--- src/rtl/sd_rx_pkg.sv ---
// SD DAT receive shared definitions: FSM state codes, status codes,
// CRC16 polynomial and a word-packing helper.
package sd_rx_pkg;

    localparam logic [2:0] ST_IDLE       = 3'd0;
    localparam logic [2:0] ST_WAIT_START = 3'd1;
    localparam logic [2:0] ST_DATA       = 3'd2;
    localparam logic [2:0] ST_CRC        = 3'd3;
    localparam logic [2:0] ST_END        = 3'd4;
    localparam logic [2:0] ST_WAIT_DMA   = 3'd5;

    localparam logic [1:0] STAT_OK      = 2'd0;
    localparam logic [1:0] STAT_TIMEOUT = 2'd1;
    localparam logic [1:0] STAT_CRC_ERR = 2'd2;
    localparam logic [1:0] STAT_ABORT   = 2'd3;

    localparam logic [15:0] CRC16_POLY = 16'h1021;

    // Nibble idx within a word: byte idx[2:1], high nibble when idx[0]==0.
    function automatic logic [31:0] put_nibble(
        input logic [31:0] w,
        input logic [2:0]  idx,
        input logic [3:0]  nib
    );
        logic [4:0]  pos;
        logic [31:0] r;
        pos = {idx[2:1], ~idx[0], 2'b00};
        r = w;
        r[pos +: 4] = nib;
        return r;
    endfunction

endpackage

--- src/rtl/sd_data_rx_if.sv ---
// Rx stream between the SD DAT receiver (master) and the DMA controller.
// Carries packed words, block-start markers, pending and DMA completion.
interface sd_data_rx_if;
    logic [31:0] rx_data_in;
    logic        rx_data_strobe;
    logic        rx_block_starting;
    logic        rx_block_is_first;
    logic        rx_pending;
    logic        rx_dma_done;

    modport master (
        output rx_data_in, rx_data_strobe, rx_block_starting,
        output rx_block_is_first, rx_pending,
        input  rx_dma_done
    );

    modport slave (
        input  rx_data_in, rx_data_strobe, rx_block_starting,
        input  rx_block_is_first, rx_pending,
        output rx_dma_done
    );
endinterface

--- src/rtl/sd_crc16_serial.sv ---
// Bit-serial CRC16-CCITT (x^16+x^12+x^5+1), init 0, MSB first.
// Ports: clk, reset, clear, enable, din -> crc.
module sd_crc16_serial
    import sd_rx_pkg::*;
(
    input  logic        clk,
    input  logic        reset,
    input  logic        clear,
    input  logic        enable,
    input  logic        din,
    output logic [15:0] crc
);

    logic fb;
    assign fb = crc[15] ^ din;

    always_ff @(posedge clk) begin
        if (reset || clear) begin
            crc <= 16'h0000;
        end else if (enable) begin
            crc <= {crc[14:0], 1'b0} ^ (fb ? CRC16_POLY : 16'h0000);
        end
    end

endmodule

--- src/rtl/sd_data_rx.sv ---
// SD 4-bit DAT multi-block receiver: deserialise, pack LE words, check
// per-line CRC16/end bit. Ports: clk, reset, sd_clk_en, sd_dat_in, start,
// abort, block_len, block_count, timeout, rx (stream), busy, done,
// status, blocks_done.
module sd_data_rx
    import sd_rx_pkg::*;
#(
    parameter int TIMEOUT_W = 24
) (
    input  logic                 clk,
    input  logic                 reset,
    input  logic                 sd_clk_en,
    input  logic [3:0]           sd_dat_in,
    input  logic                 start,
    input  logic                 abort,
    input  logic [11:0]          block_len,
    input  logic [15:0]          block_count,
    input  logic [TIMEOUT_W-1:0] timeout,
    sd_data_rx_if.master         rx,
    output logic                 busy,
    output logic                 done,
    output logic [1:0]           status,
    output logic [15:0]          blocks_done
);

    logic [2:0]           state;
    logic [11:0]          len_q;
    logic [15:0]          cnt_q;
    logic [12:0]          nib_cnt;
    logic [3:0]           crc_cnt;
    logic [TIMEOUT_W-1:0] tmo_cnt;
    logic [TIMEOUT_W-1:0] tmo_nx;
    logic [31:0]          word_q;
    logic [31:0]          word_nx;
    logic [15:0]          rx_crc [4];
    logic [15:0]          calc_crc [4];
    logic                 crc_clear;
    logic                 crc_en;
    logic                 crc_ok;
    logic                 last_nib;
    logic                 abortable;

    assign busy      = (state != ST_IDLE);
    assign crc_clear = (state == ST_WAIT_START) && sd_clk_en
                       && (sd_dat_in == 4'h0);
    assign crc_en    = (state == ST_DATA) && sd_clk_en;
    assign last_nib  = (nib_cnt == ({len_q, 1'b0} - 13'd1));
    assign word_nx   = put_nibble(word_q, nib_cnt[2:0], sd_dat_in);
    assign tmo_nx    = tmo_cnt + 1'b1;
    assign abortable = (state == ST_WAIT_START) || (state == ST_DATA)
                       || (state == ST_CRC) || (state == ST_END);

    for (genvar l = 0; l < 4; l++) begin : g_crc
        sd_crc16_serial u_crc (
            .clk    (clk),
            .reset  (reset),
            .clear  (crc_clear),
            .enable (crc_en),
            .din    (sd_dat_in[l]),
            .crc    (calc_crc[l])
        );
    end

    always_comb begin
        crc_ok = 1'b1;
        for (int l = 0; l < 4; l++) begin
            if (calc_crc[l] != rx_crc[l]) crc_ok = 1'b0;
        end
    end

    always_ff @(posedge clk) begin
        if (reset) begin
            state                <= ST_IDLE;
            len_q                <= '0;
            cnt_q                <= '0;
            nib_cnt              <= '0;
            crc_cnt              <= '0;
            tmo_cnt              <= '0;
            word_q               <= '0;
            for (int l = 0; l < 4; l++) rx_crc[l] <= '0;
            done                 <= 1'b0;
            status               <= STAT_OK;
            blocks_done          <= '0;
            rx.rx_data_in        <= '0;
            rx.rx_data_strobe    <= 1'b0;
            rx.rx_block_starting <= 1'b0;
            rx.rx_block_is_first <= 1'b0;
            rx.rx_pending        <= 1'b0;
        end else begin
            done                 <= 1'b0;
            rx.rx_data_strobe    <= 1'b0;
            rx.rx_block_starting <= 1'b0;
            rx.rx_block_is_first <= 1'b0;
            if (abort && abortable) begin
                status <= STAT_ABORT;
                state  <= ST_WAIT_DMA;
            end else begin
                case (state)
                    ST_IDLE: begin
                        if (start) begin
                            len_q         <= block_len;
                            cnt_q         <= (block_count == 16'd0)
                                             ? 16'd1 : block_count;
                            blocks_done   <= '0;
                            status        <= STAT_OK;
                            tmo_cnt       <= '0;
                            rx.rx_pending <= 1'b1;
                            state         <= ST_WAIT_START;
                        end
                    end
                    ST_WAIT_START: begin
                        if (sd_clk_en) begin
                            if (sd_dat_in == 4'h0) begin
                                rx.rx_block_starting <= 1'b1;
                                rx.rx_block_is_first <= (blocks_done == 16'd0);
                                nib_cnt              <= '0;
                                crc_cnt              <= '0;
                                state                <= ST_DATA;
                            end else begin
                                tmo_cnt <= tmo_nx;
                                if ((timeout != '0) && (tmo_nx == timeout)) begin
                                    status <= STAT_TIMEOUT;
                                    state  <= ST_WAIT_DMA;
                                end
                            end
                        end
                    end
                    ST_DATA: begin
                        if (sd_clk_en) begin
                            word_q  <= word_nx;
                            nib_cnt <= nib_cnt + 13'd1;
                            if (nib_cnt[2:0] == 3'd7) begin
                                rx.rx_data_in     <= word_nx;
                                rx.rx_data_strobe <= 1'b1;
                            end
                            if (last_nib) state <= ST_CRC;
                        end
                    end
                    ST_CRC: begin
                        if (sd_clk_en) begin
                            for (int l = 0; l < 4; l++) begin
                                rx_crc[l] <= {rx_crc[l][14:0], sd_dat_in[l]};
                            end
                            crc_cnt <= crc_cnt + 4'd1;
                            if (crc_cnt == 4'd15) state <= ST_END;
                        end
                    end
                    ST_END: begin
                        if (sd_clk_en) begin
                            if ((sd_dat_in == 4'hF) && crc_ok) begin
                                blocks_done <= blocks_done + 16'd1;
                                if ((blocks_done + 16'd1) == cnt_q) begin
                                    state <= ST_WAIT_DMA;
                                end else begin
                                    tmo_cnt <= '0;
                                    state   <= ST_WAIT_START;
                                end
                            end else begin
                                status <= STAT_CRC_ERR;
                                state  <= ST_WAIT_DMA;
                            end
                        end
                    end
                    ST_WAIT_DMA: begin
                        // pending must cover the DMA drain, so it only
                        // drops together with done
                        if (rx.rx_dma_done) begin
                            done          <= 1'b1;
                            rx.rx_pending <= 1'b0;
                            state         <= ST_IDLE;
                        end
                    end
                    default: state <= ST_IDLE;
                endcase
            end
        end
    end

endmodule

--- src/flat_wrapper.sv ---
// flat-port wrapper written by rule: the top's interface ports become plain ports
module sd_data_rx_flat import sd_rx_pkg::*;
#(
    parameter int TIMEOUT_W = 24
)
  (clk, reset, sd_clk_en, sd_dat_in, start, abort, block_len, block_count, timeout, busy, done, status, blocks_done, rx_rx_data_in, rx_rx_data_strobe, rx_rx_block_starting, rx_rx_block_is_first, rx_rx_pending, rx_rx_dma_done);
  sd_data_rx_if rx_i ();
  input  logic clk;
  input  logic reset;
  input  logic sd_clk_en;
  input  logic [3:0] sd_dat_in;
  input  logic start;
  input  logic abort;
  input  logic [11:0] block_len;
  input  logic [15:0] block_count;
  input  logic [TIMEOUT_W-1:0] timeout;
  output logic busy;
  output logic done;
  output logic [1:0] status;
  output logic [15:0] blocks_done;
  output wire logic [$bits(rx_i.rx_data_in)-1:0] rx_rx_data_in;
  output wire logic [$bits(rx_i.rx_data_strobe)-1:0] rx_rx_data_strobe;
  output wire logic [$bits(rx_i.rx_block_starting)-1:0] rx_rx_block_starting;
  output wire logic [$bits(rx_i.rx_block_is_first)-1:0] rx_rx_block_is_first;
  output wire logic [$bits(rx_i.rx_pending)-1:0] rx_rx_pending;
  input wire logic [$bits(rx_i.rx_dma_done)-1:0] rx_rx_dma_done;
  assign rx_rx_data_in = rx_i.rx_data_in;
  assign rx_rx_data_strobe = rx_i.rx_data_strobe;
  assign rx_rx_block_starting = rx_i.rx_block_starting;
  assign rx_rx_block_is_first = rx_i.rx_block_is_first;
  assign rx_rx_pending = rx_i.rx_pending;
  assign rx_i.rx_dma_done = rx_rx_dma_done;
  sd_data_rx #(.TIMEOUT_W(TIMEOUT_W)) u_core (.clk(clk), .reset(reset), .sd_clk_en(sd_clk_en), .sd_dat_in(sd_dat_in), .start(start), .abort(abort), .block_len(block_len), .block_count(block_count), .timeout(timeout), .rx(rx_i), .busy(busy), .done(done), .status(status), .blocks_done(blocks_done));
endmodule
--- config.mk ---
export PLATFORM = sky130hd
export DESIGN_NAME = sd_data_rx_flat
export DESIGN_NICKNAME = d
export VERILOG_FILES = /design/src/rtl/sd_rx_pkg.sv /design/src/rtl/sd_data_rx_if.sv /design/src/rtl/sd_crc16_serial.sv /design/src/rtl/sd_data_rx.sv /design/src/flat_wrapper.sv
export SDC_FILE = /design/constraint.sdc
export NUM_CORES = 1
export LEC_CHECK = 0
export BUFFER_PORTS_ARGS = -buffer_cell sky130_fd_sc_hd__clkbuf_2
export CORE_ASPECT_RATIO = 1.2
export CORE_UTILIZATION = 54
export CTS_CLUSTER_DIAMETER = 50
export DETAILED_ROUTE_END_ITERATION = 16
export PLACE_DENSITY = 0.76
export SYNTH_ARGS = -nofsm -noshare
export SYNTH_HDL_FRONTEND = slang
export SYNTH_SLANG_ARGS = --single-unit
--- constraint.sdc ---
create_clock -name clk -period 3 [get_ports clk]
set_clock_uncertainty 0.15 [all_clocks]
set_input_delay 0.15 -clock clk [delete_from_list [all_inputs] [get_ports clk]]
set_output_delay 0.15 -clock clk [all_outputs]
set_load 0.01 [all_outputs]
==> results of run 1 <==
[stage by stage]
step                hold slack (ns)  power, mW  TNS, ns  cells
floorplan                     0.136       5.26        0   1669
global placement              0.225       5.77   -0.274   2114
detailed placement            0.228       5.81   -0.689   2114
CTS                          0.0655       10.2   -0.451   2245
global route                  0.120       10.6    -1.43   2246
finish                       0.0842       10.2   -0.182   2246
[layer usage]
layer	vias to the layer above	part of all wire, %	global-route usage [%]	wire length [µm]
li1	6306	-	-	-
met1	6262	40	35.2	15800
met2	450	51	52.1	20300
met3	120	5.4	4.18	2150
met4	0	4.3	12.6	1710
met5	-	0	0	0
[power breakdown]
| group | switching, mW | internal [mW] |
|---|---|---|
| registers | 0.110 | 4.07 |
| clock network | 1.71 | 2.58 |
| logic | 1.01 | 0.732 |
| total | 2.84 | 7.38 |
[synthesized netlist by cell type (26+ instances only)]
master and n:
nor4_1 36, nand2_1 262, a211oi_1 43, edfxtp_1 64, a21oi_1 177, mux2i_1 26, nor2_1 108, xnor2_1 46
xor2_1 104, nand3_1 55, nand4_1 28, dfxtp_1 223, and2_1 91, clkbuf_1 95, o21ai_0 59, or4_1 29
[logic make-up after synthesis]
logic type / count (synthesis) / share of synthesized area [%]
muxes: 31 / 2.21
buffers and inverters: 136 / 3.63
adders and majority gates: 12 / 1.05
DFF: 287 / 44.6
and+or+nand+nor: 719 / 25.6
xor gates and xnor gates: 150 / 9.18
AOI/OAI and AO/OA: 334 / 13.8
[final timing paths]
path                                         from                end  slack [ns]  cells past startpoint
worst max register to register  u_core.tmo_cnt[0]    u_core.state[2]       -0.09                     10
worst max-delay path            u_core.tmo_cnt[0]    u_core.state[2]       -0.09                     10
worst min-delay path                        start   u_core.status[1]        0.08                      5
worst min register to register  u_core.word_q[20]  u_core.word_q[20]        0.30                      2
[cells in the final DEF, fill, tap and decap left out, drive strengths merged, types with 29 or more instances in the layout]
cell type	synthesis	routed
dlygate4sd3	0	62
a211oi	45	45
nand4	29	29
xnor2	46	46
dfxtp	223	223
nor2	108	108
or4	29	29
nor4	40	40
o21ai	60	60
and2	91	91
edfxtp	64	64
xor2	104	104
nand2	262	262
buf	19	119
a21oi	177	177
nand3	56	56
clkbuf	95	161
[registers in the layout (all words and copies together), names as in the netlist, 12 cells and up]
register and flops:
u_core.blocks_done 16, u_core.cnt_q 16, u_core.rx_crc 64, u_core.word_q 32, u_core.tmo_cnt 24, u_core.nib_cnt 13, u_core.len_q 12, u_core.rx.rx_data_in 32
u_core.g_crc.u_crc.crc 64
[layout make-up]
type                       instances  area share [%]
antenna                            1          0.0140
clock buffer                      45            5.64
clock inverter                    18            1.04
inverter                          22           0.463
multi-input combinational       1246            42.3
sequential                       287            35.9
tap                              330            2.31
timing repair buffer             297            12.3
[worst register-to-register path: cells and delay by family, from the launching register on]
kind,cells,cell delay [ns]
DFF,1,0.37
buffers and inverters,1,0.14
AOI/OAI and AO/OA,3,0.69
adders and majority gates,1,0.16
and+or+nand+nor,5,1.42
[repair_timing]
item	4_1_cts	5_1_grt
buffers inserted	6	0
setup endpoints to repair	7	46
endpoints found under the hold margin	42	0
hold buffers	62	0
pin swaps	11	4
resized for setup	19	15
==> impl_metrics.tcl, run 1 <==
set metrics [dict create \
    setup_violations 2 \
    utilization_pct 69.2 \
    period_share_pct 103 \
    violations "setup timing" \
    grt_pass1_wl_um 64900 \
    netlist.area_leader.share_pct 31.2 \
    cts_sinks 287 \
    preCtsSetupSlack_ns -0.182 \
    min_period_ns 3.09 \
    vdd_ir_drop_max_v 0.000733 \
    crit_required_ns 3.20 \
    crit_slowest_cell "or4b_4" \
    yosys_warnings 0 \
    fmax_mhz 323 \
    ys_types 64 \
    path_clk_slew_ns 0.06 \
    cts_tree "built" \
    ys_seq_area_share_pct 44.6 \
    max_slew_margin_pct 29.7 \
    worstPathBufferInverterCount 1 \
    area_delta_synth_final_pct 24.7 \
    detail_route.first_pass.iterations 5 \
    p_per_area_mw_per_mm2 573 \
    power_leakage_nw 6.93 \
    drtAntennaViolNets 0 \
    grt_max_degree 73 \
    crit_family "simple AND/OR/NAND/NOR gates" \
    worstPathArrival_ns 3.29 \
    grtUsageTotal_pct 29.5 \
    fin_area_mm2 0.0178 \
    synth_top_area_cell "dfxtp_1" \
    multi_input_area_mm2 0.00756 \
    wl_um 40000 \
    synth-edff-count 64 \
    hp-class "input pin to flip-flop" \
    post_dp_cell_area_mm2 0.0158 \
    fp.dieW_um 151 \
    rows 64 \
    grt_overflow_total 0 \
    worst_slack_ns -0.0935 \
    vias 13138 \
    die_h_um 180 \
    layout-drive-gt1-share_pct 18.9 \
    insertion_delay_ns 0.51 \
    netlist_area_mm2 0.0143 \
    first_iter_violations 878 \
    seq_area_mm2 0.00641 \
    antenna_found_initial 1 \
    top_level_ports 118 \
    final_nets 1963 \
    core_mm2 0.0258 \
    htree_levels 2 \
    async_flop_share_pct 0 \
    synthCells 1669 \
    ys.flop_type "dfxtp_1" \
    ys_ff_latch 287 \
    end_kind "flip-flop" \
    viasPerCell 5.85 \
    grt_pass1_vias 13067 \
    cts_buffer_depth 3 \
    critPathMaxStageDelay_ns 0.58 \
    path_common_cell "and2_4" \
    start_kind "flip-flop" \
    cp_max_fo 6 \
    dp_hpwl_um 26100 \
    fillCellCount 2021 \
    worst_pin_slew_ns 1.05 \
    worstSetupPathType "flip-flop to flip-flop" \
    crit_chain "ha_4, nand3_4, buf_6, and2_4, or4_1, a32o_1, or4b_4, o41ai_4, and2_4, a211oi_2" \
    start_util_pct 55.5 \
    status "complete, but fails checks" \
    clock_tree.root_cell "clkbuf_16" \
    slew_viol_final 0 \
    drc 0 \
    wl_per_cell_um 17.8 \
    synth_area_leaders "dfxtp_1, edfxtp_1, nand2_1" \
    gp_congestion 0.910 \
    syn_nets 1743 \
    rsz0062_at_grt "true" \
    port_buffers 117 \
    hold_viol_final 0 \
    max_cap_violations 0 \
    synth.avg_cell_area_um2 8.58 \
    cts_made_buffers 35 \
    dieArea_mm2 0.0272 \
]
No activity file was read; power rests on OpenSTA's default activity.
==> inputs of run 2 (changes only) <==
Settings changed: MAX_ROUTING_LAYER set to met4.
==> impl_metrics.tcl, run 2 (same netlist as run 1, synthesis figures left out) <==
set metrics [dict create \
    status "complete, but fails checks" \
    violations "setup timing" \
    start_kind "flip-flop" \
    start_util_pct 55.5 \
    grt_pass1_vias 12681 \
    r2r_cells 11 \
    insertion_delay_ns 0.52 \
    min_period_ns 3.11 \
    cp.depth 11 \
    dp_hpwl_um 26000 \
    endpoint "u_core.state[2]" \
    crit_required_ns 3.27 \
    max_slew_margin_pct 45.3 \
    crit_slowest_cell "or4b_4" \
    final_common_cell "nand2_1" \
    globalRouteMet1Util_pct 34.8 \
    slew_viol_final 0 \
    cts_buffer_depth 3 \
    worstPathBufferInverterCount 2 \
    setup_violations 4 \
    p_per_area_mw_per_mm2 578 \
    grt_overflow_total 0 \
    worstPathArrival_ns 3.38 \
    period_share_pct 104 \
    reg_top3 "u_core.g_crc.u_crc.crc x64, u_core.rx_crc x64" \
    crit_chain "ha_4, nand3_4, buf_6, nor4_2, buf_4, xnor2_1, o2111ai_2, or4b_4, o41ai_4, a21oi_1, a211oi_2" \
    path_clk_slew_ns 0.06 \
    layout-drive-gt1-share_pct 19.1 \
    dieArea_mm2 0.0272 \
    grt_pass1_wl_um 63700 \
    grtUsageMet3_pct 4.33 \
    grtUsageMet2_pct 51.4 \
    hp-class "input pin to flip-flop" \
    rrSetupSlack_ns -0.11 \
    vdd_ir_drop_max_v 0.000451 \
    worstSetupPathType "flip-flop to flip-flop" \
    first_iter_violations 952 \
    setup_tns_ns -0.215 \
    die_h_um 180 \
    placed_cells 2117 \
    gp_congestion 0.922 \
    area_delta_synth_final_pct 25.4 \
    antenna_found_initial 1 \
    viasPerCell 5.82 \
    power_leakage_nw 6.96 \
    clock_tree.root_cell "clkbuf_16" \
    max_cap_violations 0 \
    top_level_ports 118 \
    rsz0062_at_grt "true" \
    cts_sinks 287 \
    core_mm2 0.0258 \
    critPathMaxStageDelay_ns 0.58 \
    fp.dieW_um 151 \
    final_nets 1971 \
    drc 0 \
    cts_tree "built" \
    busiest_layer "met2" \
    grt_max_degree 69 \
    rows 64 \
    final_cell_mix "nand2_1, dfxtp_1, a21oi_1, clkbuf_2, buf_4" \
    drtAntennaViolNets 0 \
    reg2reg_from "u_core.tmo_cnt[1]" \
    crit_family "simple AND/OR/NAND/NOR gates" \
    cp_max_fo 7 \
    cts_made_buffers 35 \
    fin_total_pwr_mw 10.4 \
    worst_pin_slew_ns 0.821 \
    end_kind "flip-flop" \
    vias 13111 \
    reg2reg_to "u_core.state[2]" \
    detail_route.first_pass.iterations 6 \
    port_buffers 117 \
    fin_cells 2252 \
    htree_levels 2 \
    preCtsSetupSlack_ns -0.199 \
    hold_viol_final 0 \
    wl_per_cell_um 18.0 \
    worstSetupStartpoint "u_core.tmo_cnt[1]" \
    worst_slack_ns -0.114 \
    fmax_mhz 321 \
    wl_um 40500 \
    grtUsageTotal_pct 30.0 \
]
## run 2: worst min path at each step
stage	slack, ns	depth (start not counted)	startpoint	to
final	0.08	5	start	u_core.status[1]
after global placement	0.22	3	block_len[10]	u_core.len_q[10]
after CTS	0.07	5	start	u_core.status[1]
after global routing	0.12	5	sd_dat_in[0]	u_core.word_q[16]
after floorplan	0.14	2	block_count[10]	u_core.cnt_q[10]
after detailed placement	0.23	3	block_len[0]	u_core.len_q[0]
## run 2: what timing repair did
item	in CTS	in global routing
pin swaps	6	16
setup endpoints to repair	5	43
hold endpoints to repair	41	0
hold buffers	60	0
resized for setup	20	17
setup buffers	5	5
cloned	0	3
## run 2: routing by layer
metal	share of wire, %	up-vias
met5	0	-
met2	51	435
met4	3.7	0
met3	5.3	120
li1	-	6342
met1	40	6214
## run 2: stage by stage
step	hold slack (ns)	instance area [µm²]	utilization [%]
3_3_place_gp	0.224	15900	61.5
2_1_floorplan	0.136	14400	-
6_report	0.0838	18000	69.6
5_1_grt	0.121	18000	69.6
4_1_cts	0.0650	17800	68.9
3_5_place_dp	0.230	15900	61.5
## run 2: final cells by class
| type | instances | area (µm²) |
|---|---|---|
| repair buffers | 305 | 2280 |
| fillers | 1964 | 7830 |
| clock buffers | 46 | 978 |
| clock inverters | 15 | 213 |
| inverters | 22 | 82.6 |
| well taps | 330 | 413 |
| flip-flops and latches | 287 | 6410 |
| multi-input cells | 1246 | 7580 |
| diodes | 1 | 2.50 |
## run 2: tightest hold or removal path: stages
cell and delay (ns):
clkbuf_2 0.14, and2_1 0.18, nor2_1 0.07, o211ai_1 0.08
a21oi_1 0.07
## run 2: where the power goes
group          total [mW]  leakage, nW  internal, mW  switching (mW)
Combinational        1.86         3.91         0.798            1.06
Sequential           4.18         2.47          4.07           0.111
Clock                4.34        0.586          2.67            1.67
==> inputs of run 3 (changes only) <==
Settings changed: CORE_ASPECT_RATIO 1.2 to 1.25.
==> impl_metrics.tcl, run 3 (same netlist as run 1, synthesis figures left out) <==
set metrics [dict create \
    drtAntennaViolNets 0 \
    max_slew_margin_pct 37.1 \
    setup_tns_ns -0.483 \
    cts_sinks 287 \
    preCtsSetupSlack_ns -0.152 \
    p_sw_share_pct 27.8 \
    cts_tree "built" \
    grt_max_degree 69 \
    die_h_um 184 \
    dr_wl_met3_um 2230 \
    grt_pass1_vias 12686 \
    violations "setup timing" \
    antenna_found_initial 0 \
    rsz0062_at_grt "true" \
    top_level_ports 118 \
    critPathMaxStageDelay_ns 0.58 \
    wl_per_cell_um 17.9 \
    viasPerCell 5.82 \
    grtUsageTotal_pct 29.7 \
    core_mm2 0.0260 \
    final_nets 1955 \
    vdd_ir_drop_max_v 0.000458 \
    met1_length_um 15400 \
    start_util_pct 55.0 \
    clockPowerShare_pct 39.8 \
    cts_buffer_depth 3 \
    area_delta_synth_final_pct 24.0 \
    routed.top_layer "met4" \
    reg_top3 "u_core.g_crc.u_crc.crc x64, u_core.rx_crc x64" \
    clock_tree.root_cell "clkbuf_16" \
    met2_length_um 20500 \
    power_leakage_nw 6.82 \
    fin_hold_ws_ns 0.124 \
    combPwrFrac_pct 17.7 \
    fmax_mhz 318 \
    diodes 0 \
    crit_chain "ha_4, nand3_4, buf_6, and2_4, or4_1, a32o_2, or4b_4, o41ai_4, a21oi_1, a211oi_2" \
    max_cap_violations 0 \
    insertion_delay_ns 0.57 \
    gp_congestion 0.919 \
    fillCellCount 2043 \
    hp-class "input pin to flip-flop" \
    port_buffers 117 \
    layout-drive-gt1-share_pct 19.4 \
    final_cell_mix "nand2_1, dfxtp_1, a21oi_1, clkbuf_2, buf_4" \
    fp.dieW_um 148 \
    min_period_ns 3.15 \
    start_kind "flip-flop" \
    first_iter_violations 842 \
    grt_overflow_total 0 \
    final_common_cell "nand2_1" \
    dieArea_mm2 0.0272 \
    worst_pin_slew_ns 0.941 \
    crit_slowest_cell "or4b_4" \
    detail_route.first_pass.iterations 5 \
    dp_hpwl_um 26200 \
    worstPathArrival_ns 3.47 \
    p_per_area_mw_per_mm2 555 \
    vias 13072 \
    crit_required_ns 3.32 \
    setup_violations 12 \
    slew_viol_final 0 \
    fin_area_mm2 0.0178 \
    seq_power_share_pct 42.5 \
    power.switching_mw 2.74 \
    cts_made_buffers 31 \
    htree_levels 1 \
    internal-power_mw 7.12 \
    rows 66 \
    fin_total_pwr_mw 9.86 \
    end_kind "flip-flop" \
    worst_slack_ns -0.148 \
    wl_um 40200 \
    period_share_pct 105 \
    post_dp_cell_area_mm2 0.0158 \
    grt_pass1_wl_um 63400 \
    worstSetupPathType "flip-flop to flip-flop" \
    cp_max_fo 6 \
    hold_viol_final 0 \
    status "complete, but fails checks" \
    path_clk_slew_ns 0.06 \
    drc 0 \
]
-- run 3: metrics by stage --
step | instances | utilization, %
4_1_cts | 2227 | 66.9
3_3_place_gp | 2120 | 60.8
3_5_place_dp | 2120 | 60.8
6_report | 2245 | 68.3
2_1_floorplan | 1669 | -
5_1_grt | 2245 | 68.3
-- run 3: power groups by stage --
stage	clock (mW)	combinational, mW	sequential [mW]
6_report	3.92	1.75	4.19
5_1_grt	4.11	1.89	4.20
4_1_cts	3.96	1.61	4.18
3_5_place_dp	0	1.54	4.27
3_3_place_gp	0	1.51	4.26
2_1_floorplan	0	1.02	4.25
-- run 3: worst paths after layout --
| path | slack [ns] | cells past startpoint | end | from |
|---|---|---|---|---|
| worst min-delay path | 0.12 | 3 | u_core.crc_cnt[0] | reset |
| worst min register to register | 0.30 | 2 | u_core.word_q[29] | u_core.word_q[29] |
| worst max-delay path | -0.15 | 10 | u_core.state[0] | u_core.tmo_cnt[1] |
| worst max register to register | -0.15 | 10 | u_core.state[0] | u_core.tmo_cnt[1] |
-- run 3: area by class of cell --
| cell class | instances | area, µm² | share of cell area, % |
|---|---|---|---|
| multi-input combinational | 1246 | 7640 | 43.0 |
| sequential | 287 | 6410 | 36.1 |
| timing repair buffer | 293 | 2150 | 12.1 |
| clock buffer | 39 | 846 | 4.76 |
| tap | 340 | 425 | 2.40 |
| clock inverter | 18 | 204 | 1.15 |
| inverter | 22 | 82.6 | 0.465 |
-- run 3: per-layer routing --
| metal | GRT usage [%] | up-vias |
|---|---|---|
| li1 | - | 6291 |
| met1 | 33.7 | 6213 |
| met2 | 51.6 | 443 |
| met3 | 3.67 | 125 |
| met4 | 14.6 | 0 |
| met5 | - | - |
-- run 3: critical path: cells and delay by family, from the launching register on --
| kind | cells | cell delay, ns |
|---|---|---|
| flip-flops | 1 | 0.38 |
| buffers and inverters | 1 | 0.15 |
| adder cells (fa/ha/maj) | 1 | 0.16 |
| AO/OA/AOI/OAI | 4 | 1.03 |
| AND/OR/NAND/NOR | 4 | 1.19 |
-- run 3: repair_timing --
action,4_1_cts,5_1_grt
resized for setup,8,54
endpoints found under the hold margin,66,0
setup buffers,0,17
hold buffers,50,0
pin swaps,3,27
setup endpoints to repair,5,48
gates cloned,0,1
